File: src/rtl/h14tx_encoding_lanes_if.sv
// ---------------------------------------------------------------------------
// h14tx_enc_pkg / h14tx_encoding_lanes_if
//
// Purpose: shared period encoding plus the bundle of signals that runs
// between the period scheduler (master) and the multi-lane encoder (slave).
//
// Signals (Lanes = number of TMDS channels):
//   ctl       [Lanes][2]  per-lane control bits {C1,C0}      master -> slave
//   data      [Lanes][4]  per-lane TERC4 nibble              master -> slave
//   video     [Lanes][8]  per-lane pixel byte                master -> slave
//   period    period_t    current period, shared by lanes    master -> slave
//   err_clr   1           clears the sticky protocol flag    master -> slave
//   symbol    [Lanes][10] encoded symbols, bit 9 MSB         slave -> master
//   proto_err 1           sticky protocol-violation flag     slave -> master
// ---------------------------------------------------------------------------
package h14tx_enc_pkg;
  typedef enum logic [2:0] {
    P_CONTROL      = 3'd0,
    P_VIDEO_PRE    = 3'd1,
    P_VIDEO_GUARD  = 3'd2,
    P_VIDEO_ACTIVE = 3'd3,
    P_DI_PRE       = 3'd4,
    P_DI_GUARD     = 3'd5,
    P_DI_ACTIVE    = 3'd6
  } period_t;
endpackage

interface h14tx_encoding_lanes_if
  import h14tx_enc_pkg::*;
#(
  parameter int Lanes = 3
);
  logic [Lanes-1:0][1:0] ctl;
  logic [Lanes-1:0][3:0] data;
  logic [Lanes-1:0][7:0] video;
  period_t               period;
  logic                  err_clr;
  logic [Lanes-1:0][9:0] symbol;
  logic                  proto_err;

  modport master (
    output ctl, data, video, period, err_clr,
    input  symbol, proto_err
  );

  modport slave (
    input  ctl, data, video, period, err_clr,
    output symbol, proto_err
  );
endinterface

File: src/rtl/h14tx_encoding_lanes.sv
// ---------------------------------------------------------------------------
// h14tx_encoding_lanes
//
// Purpose: encodes Lanes HDMI 1.4 TMDS channels in one block. Each lane picks
// a control, TERC4, guard or 8b/10b video symbol according to the shared
// period, and the result is delayed through a Stages-deep register pipeline
// (latency = Stages cycles). Each lane keeps its own running disparity.
//
// Ports:
//   clk     pixel clock
//   rst     asynchronous active-high reset
//   enc_if  h14tx_encoding_lanes_if.slave (ctl/data/video/period/err_clr in,
//           symbol/proto_err out)
//
// Optional feature: define H14TX_ENC_PROTOCOL_CHECK_EN to build the period
// sequence checker that drives proto_err. Without it proto_err is 0 and
// err_clr is ignored.
// ---------------------------------------------------------------------------
module h14tx_encoding_lanes
  import h14tx_enc_pkg::*;
#(
  parameter int Lanes  = 3,
  parameter int Stages = 1
) (
  input logic                    clk,
  input logic                    rst,
  h14tx_encoding_lanes_if.slave  enc_if
);

  localparam logic [9:0] CTRL00 = 10'h354;

  function automatic logic [9:0] ctrl_code(input logic [1:0] c);
    logic [9:0] s;
    case (c)
      2'b00:   s = 10'h354;
      2'b01:   s = 10'h0AB;
      2'b10:   s = 10'h154;
      default: s = 10'h2AB;
    endcase
    return s;
  endfunction

  function automatic logic [9:0] terc4(input logic [3:0] d);
    logic [9:0] s;
    case (d)
      4'h0: s = 10'h29C;  4'h1: s = 10'h263;  4'h2: s = 10'h2E4;  4'h3: s = 10'h2E2;
      4'h4: s = 10'h171;  4'h5: s = 10'h11E;  4'h6: s = 10'h18E;  4'h7: s = 10'h13C;
      4'h8: s = 10'h2CC;  4'h9: s = 10'h139;  4'hA: s = 10'h19C;  4'hB: s = 10'h2C6;
      4'hC: s = 10'h28E;  4'hD: s = 10'h271;  4'hE: s = 10'h163;  default: s = 10'h2C3;
    endcase
    return s;
  endfunction

  // DVI 8b/10b: returns {symbol[9:0], next disparity[4:0]}.
  function automatic logic [14:0] tmds_encode(input logic [7:0] d,
                                              input logic signed [4:0] cnt);
    logic [8:0]        q_m;
    logic [3:0]        n1d, n1q, n0q;
    logic              use_xnor;
    logic signed [4:0] diff, two_qm8, cnt_n;
    logic [9:0]        q;
    n1d = '0;
    for (int k = 0; k < 8; k++) n1d = n1d + 4'(d[k]);
    use_xnor = (n1d > 4'd4) || (n1d == 4'd4 && !d[0]);
    q_m[0] = d[0];
    for (int k = 1; k < 8; k++)
      q_m[k] = use_xnor ? ~(q_m[k-1] ^ d[k]) : (q_m[k-1] ^ d[k]);
    q_m[8] = ~use_xnor;
    n1q = '0;
    for (int k = 0; k < 8; k++) n1q = n1q + 4'(q_m[k]);
    n0q     = 4'd8 - n1q;
    diff    = $signed({1'b0, n1q}) - $signed({1'b0, n0q});   // N1 - N0
    two_qm8 = q_m[8] ? 5'sd2 : 5'sd0;
    if (cnt == 5'sd0 || n1q == n0q) begin
      q     = {~q_m[8], q_m[8], q_m[8] ? q_m[7:0] : ~q_m[7:0]};
      cnt_n = q_m[8] ? (cnt + diff) : (cnt - diff);
    end else if ((!cnt[4] && n1q > n0q) || (cnt[4] && n0q > n1q)) begin
      // cnt is non-zero here, so the sign bit alone separates >0 from <0
      q     = {1'b1, q_m[8], ~q_m[7:0]};
      cnt_n = cnt + two_qm8 - diff;
    end else begin
      q     = {1'b0, q_m[8], q_m[7:0]};
      cnt_n = cnt - (q_m[8] ? 5'sd0 : 5'sd2) + diff;
    end
    return {q, cnt_n};
  endfunction

  logic [Lanes-1:0][9:0] stage_in;
  logic [Lanes-1:0][9:0] pipe_q [Stages];

  for (genvar gi = 0; gi < Lanes; gi++) begin : g_lane
    logic [14:0]       tmds_res;
    logic [9:0]        sel_sym;
    logic signed [4:0] cnt_q, cnt_d;

    always_comb begin
      tmds_res = tmds_encode(enc_if.video[gi], cnt_q);
      sel_sym  = ctrl_code(enc_if.ctl[gi]);
      case (enc_if.period)
        P_DI_ACTIVE:    sel_sym = terc4(enc_if.data[gi]);
        P_VIDEO_GUARD:  sel_sym = (gi % 2 == 0) ? 10'h2CC : 10'h133;
        P_DI_GUARD:     sel_sym = (gi == 0) ? terc4(enc_if.data[gi]) : 10'h133;
        P_VIDEO_ACTIVE: sel_sym = tmds_res[14:5];
        default:        ;
      endcase
    end

    assign cnt_d        = $signed(tmds_res[4:0]);
    assign stage_in[gi] = sel_sym;

    // Disparity only survives across consecutive VideoActive cycles.
    always_ff @(posedge clk or posedge rst) begin
      if (rst)                                cnt_q <= '0;
      else if (enc_if.period == P_VIDEO_ACTIVE) cnt_q <= cnt_d;
      else                                    cnt_q <= '0;
    end
  end

  always_ff @(posedge clk or posedge rst) begin
    if (rst) begin
      for (int s = 0; s < Stages; s++) pipe_q[s] <= {Lanes{CTRL00}};
    end else begin
      pipe_q[0] <= stage_in;
      for (int s = 1; s < Stages; s++) pipe_q[s] <= pipe_q[s-1];
    end
  end

  assign enc_if.symbol = pipe_q[Stages-1];

`ifdef H14TX_ENC_PROTOCOL_CHECK_EN
  typedef enum logic [3:0] {
    S_CTRL, S_VPRE, S_VGRD, S_VACT, S_DPRE, S_DLGRD, S_DACT, S_DTGRD, S_RESYNC
  } chk_state_t;

  chk_state_t state_q;
  logic [9:0] len_q;   // cycles spent in the current state
  logic       err_q;
  period_t    p;

  assign p = enc_if.period;

  // err_clr is applied first so that a fault raised in the same cycle,
  // being the later non-blocking write, keeps the flag set.
  always_ff @(posedge clk or posedge rst) begin
    if (rst) begin
      state_q <= S_CTRL;
      len_q   <= '0;
      err_q   <= 1'b0;
    end else begin
      if (enc_if.err_clr) err_q <= 1'b0;
      case (state_q)
        S_CTRL:
          if (p == P_CONTROL) ;
          else if (p == P_VIDEO_PRE) begin state_q <= S_VPRE; len_q <= 10'd1; end
          else if (p == P_DI_PRE)    begin state_q <= S_DPRE; len_q <= 10'd1; end
          else begin state_q <= S_RESYNC; len_q <= '0; err_q <= 1'b1; end
        S_VPRE:
          if (p == P_VIDEO_PRE && len_q < 10'd8) len_q <= len_q + 10'd1;
          else if (p == P_VIDEO_GUARD && len_q == 10'd8) begin state_q <= S_VGRD; len_q <= 10'd1; end
          else begin state_q <= S_RESYNC; len_q <= '0; err_q <= 1'b1; end
        S_VGRD:
          if (p == P_VIDEO_GUARD && len_q < 10'd2) len_q <= len_q + 10'd1;
          else if (p == P_VIDEO_ACTIVE && len_q == 10'd2) begin state_q <= S_VACT; len_q <= '0; end
          else begin state_q <= S_RESYNC; len_q <= '0; err_q <= 1'b1; end
        S_VACT:
          if (p == P_VIDEO_ACTIVE) ;
          else if (p == P_CONTROL) state_q <= S_CTRL;
          else begin state_q <= S_RESYNC; len_q <= '0; err_q <= 1'b1; end
        S_DPRE:
          if (p == P_DI_PRE && len_q < 10'd8) len_q <= len_q + 10'd1;
          else if (p == P_DI_GUARD && len_q == 10'd8) begin state_q <= S_DLGRD; len_q <= 10'd1; end
          else begin state_q <= S_RESYNC; len_q <= '0; err_q <= 1'b1; end
        S_DLGRD:
          if (p == P_DI_GUARD && len_q < 10'd2) len_q <= len_q + 10'd1;
          else if (p == P_DI_ACTIVE && len_q == 10'd2) begin state_q <= S_DACT; len_q <= 10'd1; end
          else begin state_q <= S_RESYNC; len_q <= '0; err_q <= 1'b1; end
        S_DACT:
          // len_q >= 1 here, so a zero low field means a non-zero multiple of 32
          if (p == P_DI_ACTIVE && len_q < 10'd576) len_q <= len_q + 10'd1;
          else if (p == P_DI_GUARD && len_q[4:0] == 5'd0) begin state_q <= S_DTGRD; len_q <= 10'd1; end
          else begin state_q <= S_RESYNC; len_q <= '0; err_q <= 1'b1; end
        S_DTGRD:
          if (p == P_DI_GUARD && len_q < 10'd2) len_q <= len_q + 10'd1;
          else if (p == P_CONTROL && len_q == 10'd2) begin state_q <= S_CTRL; len_q <= '0; end
          else begin state_q <= S_RESYNC; len_q <= '0; err_q <= 1'b1; end
        S_RESYNC:
          if (p == P_CONTROL) state_q <= S_CTRL;
        default: begin state_q <= S_RESYNC; len_q <= '0; end
      endcase
    end
  end

  assign enc_if.proto_err = err_q;
`else
  logic unused_err_clr;
  assign unused_err_clr   = enc_if.err_clr;
  assign enc_if.proto_err = 1'b0;
`endif

endmodule

File: src/flat_wrapper.sv
// flat-port wrapper written by rule: the top's interface ports become plain ports
module h14tx_encoding_lanes_flat import h14tx_enc_pkg::*;
#(
  parameter int Lanes  = 3,
  parameter int Stages = 1
)
  (clk, rst, enc_if_ctl, enc_if_data, enc_if_video, enc_if_period, enc_if_err_clr, enc_if_symbol, enc_if_proto_err);
  h14tx_encoding_lanes_if #(.Lanes(Lanes)) enc_if_i ();
  input logic clk;
  input logic rst;
  input wire logic [$bits(enc_if_i.ctl)-1:0] enc_if_ctl;
  input wire logic [$bits(enc_if_i.data)-1:0] enc_if_data;
  input wire logic [$bits(enc_if_i.video)-1:0] enc_if_video;
  input wire logic [$bits(enc_if_i.period)-1:0] enc_if_period;
  input wire logic [$bits(enc_if_i.err_clr)-1:0] enc_if_err_clr;
  output wire logic [$bits(enc_if_i.symbol)-1:0] enc_if_symbol;
  output wire logic [$bits(enc_if_i.proto_err)-1:0] enc_if_proto_err;
  assign enc_if_i.ctl = enc_if_ctl;
  assign enc_if_i.data = enc_if_data;
  assign enc_if_i.video = enc_if_video;
  assign enc_if_i.period = enc_if_period;
  assign enc_if_i.err_clr = enc_if_err_clr;
  assign enc_if_symbol = enc_if_i.symbol;
  assign enc_if_proto_err = enc_if_i.proto_err;
  h14tx_encoding_lanes #(.Lanes(Lanes), .Stages(Stages)) u_core (.clk(clk), .rst(rst), .enc_if(enc_if_i));
endmodule
File: config.mk
export PLATFORM = sky130hd
export DESIGN_NAME = h14tx_encoding_lanes_flat
export DESIGN_NICKNAME = d
export VERILOG_FILES = /design/src/rtl/h14tx_encoding_lanes_if.sv /design/src/rtl/h14tx_encoding_lanes.sv /design/src/flat_wrapper.sv
export SDC_FILE = /design/constraint.sdc
export NUM_CORES = 1
export LEC_CHECK = 0
export ABC_AREA = 0
export CORE_MARGIN = 1.5
export CORE_UTILIZATION = 45
export CTS_CLUSTER_DIAMETER = 30
export DETAILED_ROUTE_END_ITERATION = 10
export DONT_BUFFER_PORTS = 1
export MAX_ROUTING_LAYER = met4
export PLACE_DENSITY = 0.58
export SLEW_MARGIN = 20
export SYNTH_ARGS = -nofsm -noshare
export SYNTH_HDL_FRONTEND = slang
export SYNTH_SLANG_ARGS = --single-unit
File: constraint.sdc
create_clock -name clk -period 5.7 [get_ports clk]
set_input_delay 0.57 -clock clk [delete_from_list [all_inputs] [get_ports clk]]
set_output_delay 0.57 -clock clk [all_outputs]
set_load 0.05 [all_outputs]
==> impl_metrics.json, run 1 <==
{
  "seq_area_frac_synth_pct": 16.1,
  "startpoint": "enc_if_video[17]",
  "violations": "setup timing",
  "synth_ff_type": "dfrtp_1",
  "slowest_delay_ns": 0.50,
  "highest-signal-layer": "met4",
  "synth.area.top_cells": "ha_1 18%, fa_1 11%, dfrtp_1 11%",
  "synth_warnings": 0,
  "wl_met2_mm": 9.58,
  "portBuffers": 0,
  "postSynthAreaPerCell_um2": 8.55,
  "r2r_end": "u_core.g_lane[2].cnt_q[4]$_DFF_PP0_",
  "grt_pass1_wl_mm": 32.1,
  "tightest_slew_ns": 0.935,
  "fin_crit_sh_pct": 129,
  "hold_path_class": "input port to async pin",
  "clkSinkCount": 45,
  "pin_count": 79,
  "initial_utilization_pct": 46.4,
  "route.layer.met1.wl_mm": 8.31,
  "required_ns": 5.91,
  "status": "finished, violations left",
  "drtIter0Drc": 424,
  "synthTopCellsByCount": "106 x inv_1, 102 x ha_1, 58 x xnor2_1",
  "endpoint_kind": "flop",
  "maxCapViolCount": 0,
  "synthArstFlopShare_pct": 100,
  "finalHoldViolations": 0,
  "drive_above_1_share_pct": 35.1,
  "worst-r2r-setup-slack_ns": 3.30,
  "die_w_um": 129,
  "whs_ns": 0.287,
  "antenna_cells": 0,
  "fp-row-count": 45,
  "grt-ovfl-total": 0,
  "cts_made_buffers": 5,
  "cp.arrival_ns": 7.58,
  "htree_num_levels": 2,
  "synth_edf_count": 0,
  "crit_path_frequent_cell": "fa_1",
  "nFillCells": 1306,
  "drtPass1Iterations": 5,
  "dp_hpwl_mm": 15.1,
  "route.detailed.drc": 0,
  "yosysUniqueCellTypes": 78,
  "seq_area_mm2": 0.00114,
  "fin_ws_ns": -1.67,
  "synth_fp_nets": 1021,
  "clk_pin_slew_ns": 0.07,
  "cts_root_buf": "clkbuf_16",
  "ff2ff_path_depth": 10,
  "die_area_mm2": 0.0166,
  "yosys.area.top_type": "ha_1",
  "fin_nets": 1172,
  "vias": 6377,
  "routedWlPerCell_um": 16.0,
  "wirelength_mm": 19.2,
  "setup_viol": 39,
  "skew_ns": 0.00620,
  "reg2reg_from": "u_core.g_lane[2].cnt_q[1]$_DFF_PP0_",
  "critPathBufInv": 6,
  "die_h_um": 129,
  "antenna_found_initial": 0,
  "rsz0062_at_grt": "true",
  "path_delay_family": "adder cells",
  "layout_min_cycle_time_ns": 7.37,
  "max_slew_margin_pct": 37.4,
  "synth_cells": 832,
  "synth_top_area_share_pct": 17.9,
  "path_max_fanout": 3,
  "via_per_inst": 5.34,
  "syn_to_final_growth_pct": 35.2,
  "cpMaxStageDelayCell": "fa_1",
  "met3WireLength_mm": 1.05,
  "startpoint_type": "input port",
  "grt_usage_pct": 24.7,
  "multi_input_area_mm2": 0.00619,
  "antenna_left": 0,
  "clk_latency_ns": 0.29,
  "cts_tree": "built",
  "synth_most_common_cell": "inv_1",
  "slew_viol_final": 0,
  "critPathKind": "input port to flop",
  "grt_max_degree": 46,
  "first_global_vias": 6672,
  "globalplace.congestion": 0.891,
  "clockBufferDepth": 2,
  "hold_buffers": 0,
  "netlist_area_mm2": 0.00711,
  "core_mm2": 0.0153,
  "fmax_ghz": 0.136,
  "ys_ff_latch": 45
}
[flip-flops by register name (all words and copies together) (netlist names)]
| register | count |
|---|---|
| u_core.enc_if.symbol | 30 |
| u_core.g_lane.cnt_q | 15 |
[logic make-up after synthesis]
| group | count (synthesis) | synth area share [%] |
|---|---|---|
| AOI/OAI and AO/OA | 220 | 20.9 |
| xor gates and xnor gates | 94 | 12.2 |
| adders and majority gates | 142 | 29.1 |
| buffers and inverters | 140 | 7.50 |
| DFF | 45 | 16.1 |
| muxes | 9 | 1.67 |
| other | 1 | 0.0527 |
| and+or+nand+nor | 181 | 12.5 |
[worst max-delay path by stage]
stage                                                     end  slack, ns  cells past startpoint
after floorplan           u_core.g_lane[1].cnt_q[4]$_DFF_PP0_      -2.26                     32
after global placement    u_core.g_lane[1].cnt_q[4]$_DFF_PP0_      -1.84                     31
after detailed placement  u_core.g_lane[2].cnt_q[4]$_DFF_PP0_      -2.01                     32
after CTS                 u_core.g_lane[2].cnt_q[4]$_DFF_PP0_      -1.70                     31
after global routing      u_core.g_lane[2].cnt_q[4]$_DFF_PP0_      -2.04                     32
final                     u_core.g_lane[2].cnt_q[4]$_DFF_PP0_      -1.67                     32
[placed cells by master, fill, tap and decap left out, drive strengths merged, types with 3 or more instances in the layout]
cell and count:
o32ai 3, xor2 33, a31oi 8, ha 102, nand4 3, a21o 16, xnor2 61, dfstp 15
nand2 55, nor3b 7, or2 6, a32oi 3, clkbuf 6, o211ai 12, a221oi 5, mux2i 9
nor3 9, o31ai 3, o21a 4, clkinv 4, inv 109, o21ai 51, fa 39, o22ai 9
dfrtp 30, nand2b 8, a22oi 5, nor2 50, o221ai 10, a211oi 14, nor2b 11, a21oi 58
or4 3, buf 172, o21bai 3, nand3 12, and2 8
[per-layer routing]
layer  track usage [%]  vias to the layer above
met2              43.5                      141
met5                 -                        -
li1                  -                     3139
met3              4.16                       24
met1              30.1                     3073
met4              4.23                        0
[what timing repair did]
action | 4_1_cts | 5_1_grt
endpoints found under the hold margin | 0 | 0
setup endpoints to repair | 39 | 39
gates resized for setup | 62 | 47
buffers inserted | 23 | 18
pin swaps | 41 | 34
[metrics by stage]
step           area, um2  setup TNS, ns  cells  util (%)  setup WS (ns)
3_5_place_dp        8690         -64.89   1157      56.7          -2.01
6_report            9620         -49.80   1195      62.8          -1.67
3_3_place_gp        8690         -60.10   1157      56.7          -1.84
5_1_grt             9620         -59.14   1195      62.8          -2.04
4_1_cts             9300         -52.00   1186      60.7          -1.70
2_1_floorplan       7520         -63.55    832         -          -2.26
[cell type report]
class                      count  share of cell area (%)
sequential                    45                    11.9
tap                          211                    2.75
clock buffer                   6                    1.34
multi-input combinational    647                    64.4
timing repair buffer         172                    14.7
clock inverter                 2                   0.403
inverter                     112                    4.49
Power of run 1 is not shown: default switching activity piles up to over one toggle a cycle in this logic, so the estimate is an artifact.
==> run 2: changes to the inputs <==
CORE_MARGIN = 2   (was 1.5)
==> impl_metrics.json, run 2 (same netlist as run 1, synthesis figures left out) <==
{
  "reg2reg_from": "u_core.g_lane[1].cnt_q[1]$_DFF_PP0_",
  "critPathBufInv": 8,
  "cp.depth": 33,
  "drive_above_1_share_pct": 37.1,
  "max_slew_margin_pct": 36.9,
  "antenna_left": 0,
  "die_h_um": 130,
  "wirelength_mm": 19.6,
  "hold_path_class": "input port to async pin",
  "antenna_found_initial": 0,
  "slowest_delay_ns": 0.56,
  "slew_viol_final": 0,
  "setup_viol": 39,
  "r2r_end": "u_core.g_lane[1].cnt_q[4]$_DFF_PP0_",
  "cpMaxStageDelayCell": "fa_1",
  "core_mm2": 0.0153,
  "cts_tree": "built",
  "globalplace.congestion": 0.889,
  "maxCapViolCount": 0,
  "cts_root_buf": "clkbuf_16",
  "dp.cells": 1159,
  "critPathKind": "input port to flop",
  "htree_num_levels": 2,
  "startpoint_type": "input port",
  "fin_crit_sh_pct": 130,
  "status": "finished, violations left",
  "ff2ff_path_depth": 10,
  "path_max_fanout": 4,
  "violations": "setup timing",
  "pin_count": 79,
  "tightest_slew_ns": 0.944,
  "whs_ns": 0.289,
  "skew_ns": 0.0128,
  "layout_commonest_cell": "buf_4",
  "fin_ws_ns": -1.73,
  "required_ns": 5.91,
  "path_delay_family": "adder cells",
  "cts_made_buffers": 5,
  "vias": 6493,
  "first_global_vias": 6784,
  "initial_utilization_pct": 46.4,
  "fp-row-count": 45,
  "syn_to_final_growth_pct": 36.9,
  "via_per_inst": 5.35,
  "rsz0062_at_grt": "true",
  "fin_setup_tns_ns": -49.73,
  "fin_nets": 1191,
  "grt_usage_pct": 24.7,
  "die_area_mm2": 0.0168,
  "portBuffers": 0,
  "drtPass1Iterations": 6,
  "finalHoldViolations": 0,
  "route.detailed.drc": 0,
  "clkSinkCount": 45,
  "grt_pass1_wl_mm": 32.6,
  "crit_path_end": "u_core.g_lane[2].cnt_q[4]$_DFF_PP0_",
  "grt-ovfl-total": 0,
  "startpoint": "enc_if_video[17]",
  "crit_path_frequent_cell": "fa_1",
  "die_w_um": 130,
  "dp_hpwl_mm": 15.2,
  "clk_latency_ns": 0.29,
  "nFillCells": 1287,
  "fmax_ghz": 0.135,
  "antenna_cells": 0,
  "largest_reg_flops": 30,
  "clockBufferDepth": 2,
  "routedWlPerCell_um": 16.1,
  "cp.arrival_ns": 7.64,
  "drtIter0Drc": 329,
  "clk_pin_slew_ns": 0.07,
  "grt_max_degree": 46,
  "endpoint_kind": "flop",
  "final_cells": 1214,
  "worst-r2r-setup-slack_ns": 3.27,
  "layout_min_cycle_time_ns": 7.43,
  "final_cell_mix": "163 x buf_4, 92 x inv_1, 90 x ha_1"
}
-- run 2: cell count changes in the layout (fill, tap and decap cells not counted), sizes merged --
cell / change
buf: +19
bufinv: -1
clkbuf: -1
clkinvlp: +1
inv: +1
-- run 2: area by class of cell --
cell class	instances	area [um2]	area share [%]
multi-input combinational	647	6210	63.8
tap	211	264	2.71
clock buffer	5	125	1.29
clock inverter	3	21.3	0.218
inverter	112	432	4.43
sequential	45	1140	11.8
timing repair buffer	191	1540	15.8
-- run 2: worst min-delay path by stage --
stage,cells past startpoint,slack [ns],end,startpoint
3_5_place_dp,1,0.49,u_core.g_lane[0].cnt_q[0]$_DFF_PP0_,u_core.g_lane[0].cnt_q[0]$_DFF_PP0_
2_1_floorplan,1,0.45,u_core.g_lane[2].cnt_q[0]$_DFF_PP0_,u_core.g_lane[2].cnt_q[0]$_DFF_PP0_
5_1_grt,1,0.33,u_core.enc_if.symbol[18]$_DFF_PP1_,enc_if_period[1]
4_1_cts,1,0.33,u_core.enc_if.symbol[18]$_DFF_PP1_,enc_if_period[1]
6_report,1,0.29,u_core.g_lane[1].cnt_q[3]$_DFF_PP0_,rst
3_3_place_gp,1,0.48,u_core.g_lane[0].cnt_q[0]$_DFF_PP0_,u_core.g_lane[0].cnt_q[0]$_DFF_PP0_
-- run 2: what timing repair did --
item,4_1_cts,5_1_grt
setup buffers,36,16
resized for setup,64,44
hold buffers,0,0
pin swaps,41,27
endpoints found under the setup margin,39,39
-- run 2: metal layers --
metal	global-route usage, %	part of all wire, %
met5	-	0
met3	4.31	5.1
met2	43.1	51
met1	29.9	42
met4	5.44	1.2
-- run 2: per-stage QoR --
step	instance area (um2)	worst slack, ns	utilization [%]
finish	9740	-1.73	63.6
global route	9740	-2.12	63.6
CTS	9400	-1.75	61.4
detailed placement	8700	-2.06	56.8
global placement	8700	-1.84	56.8
floorplan	7520	-2.26	-
Power of run 2 is left out for the same reason.
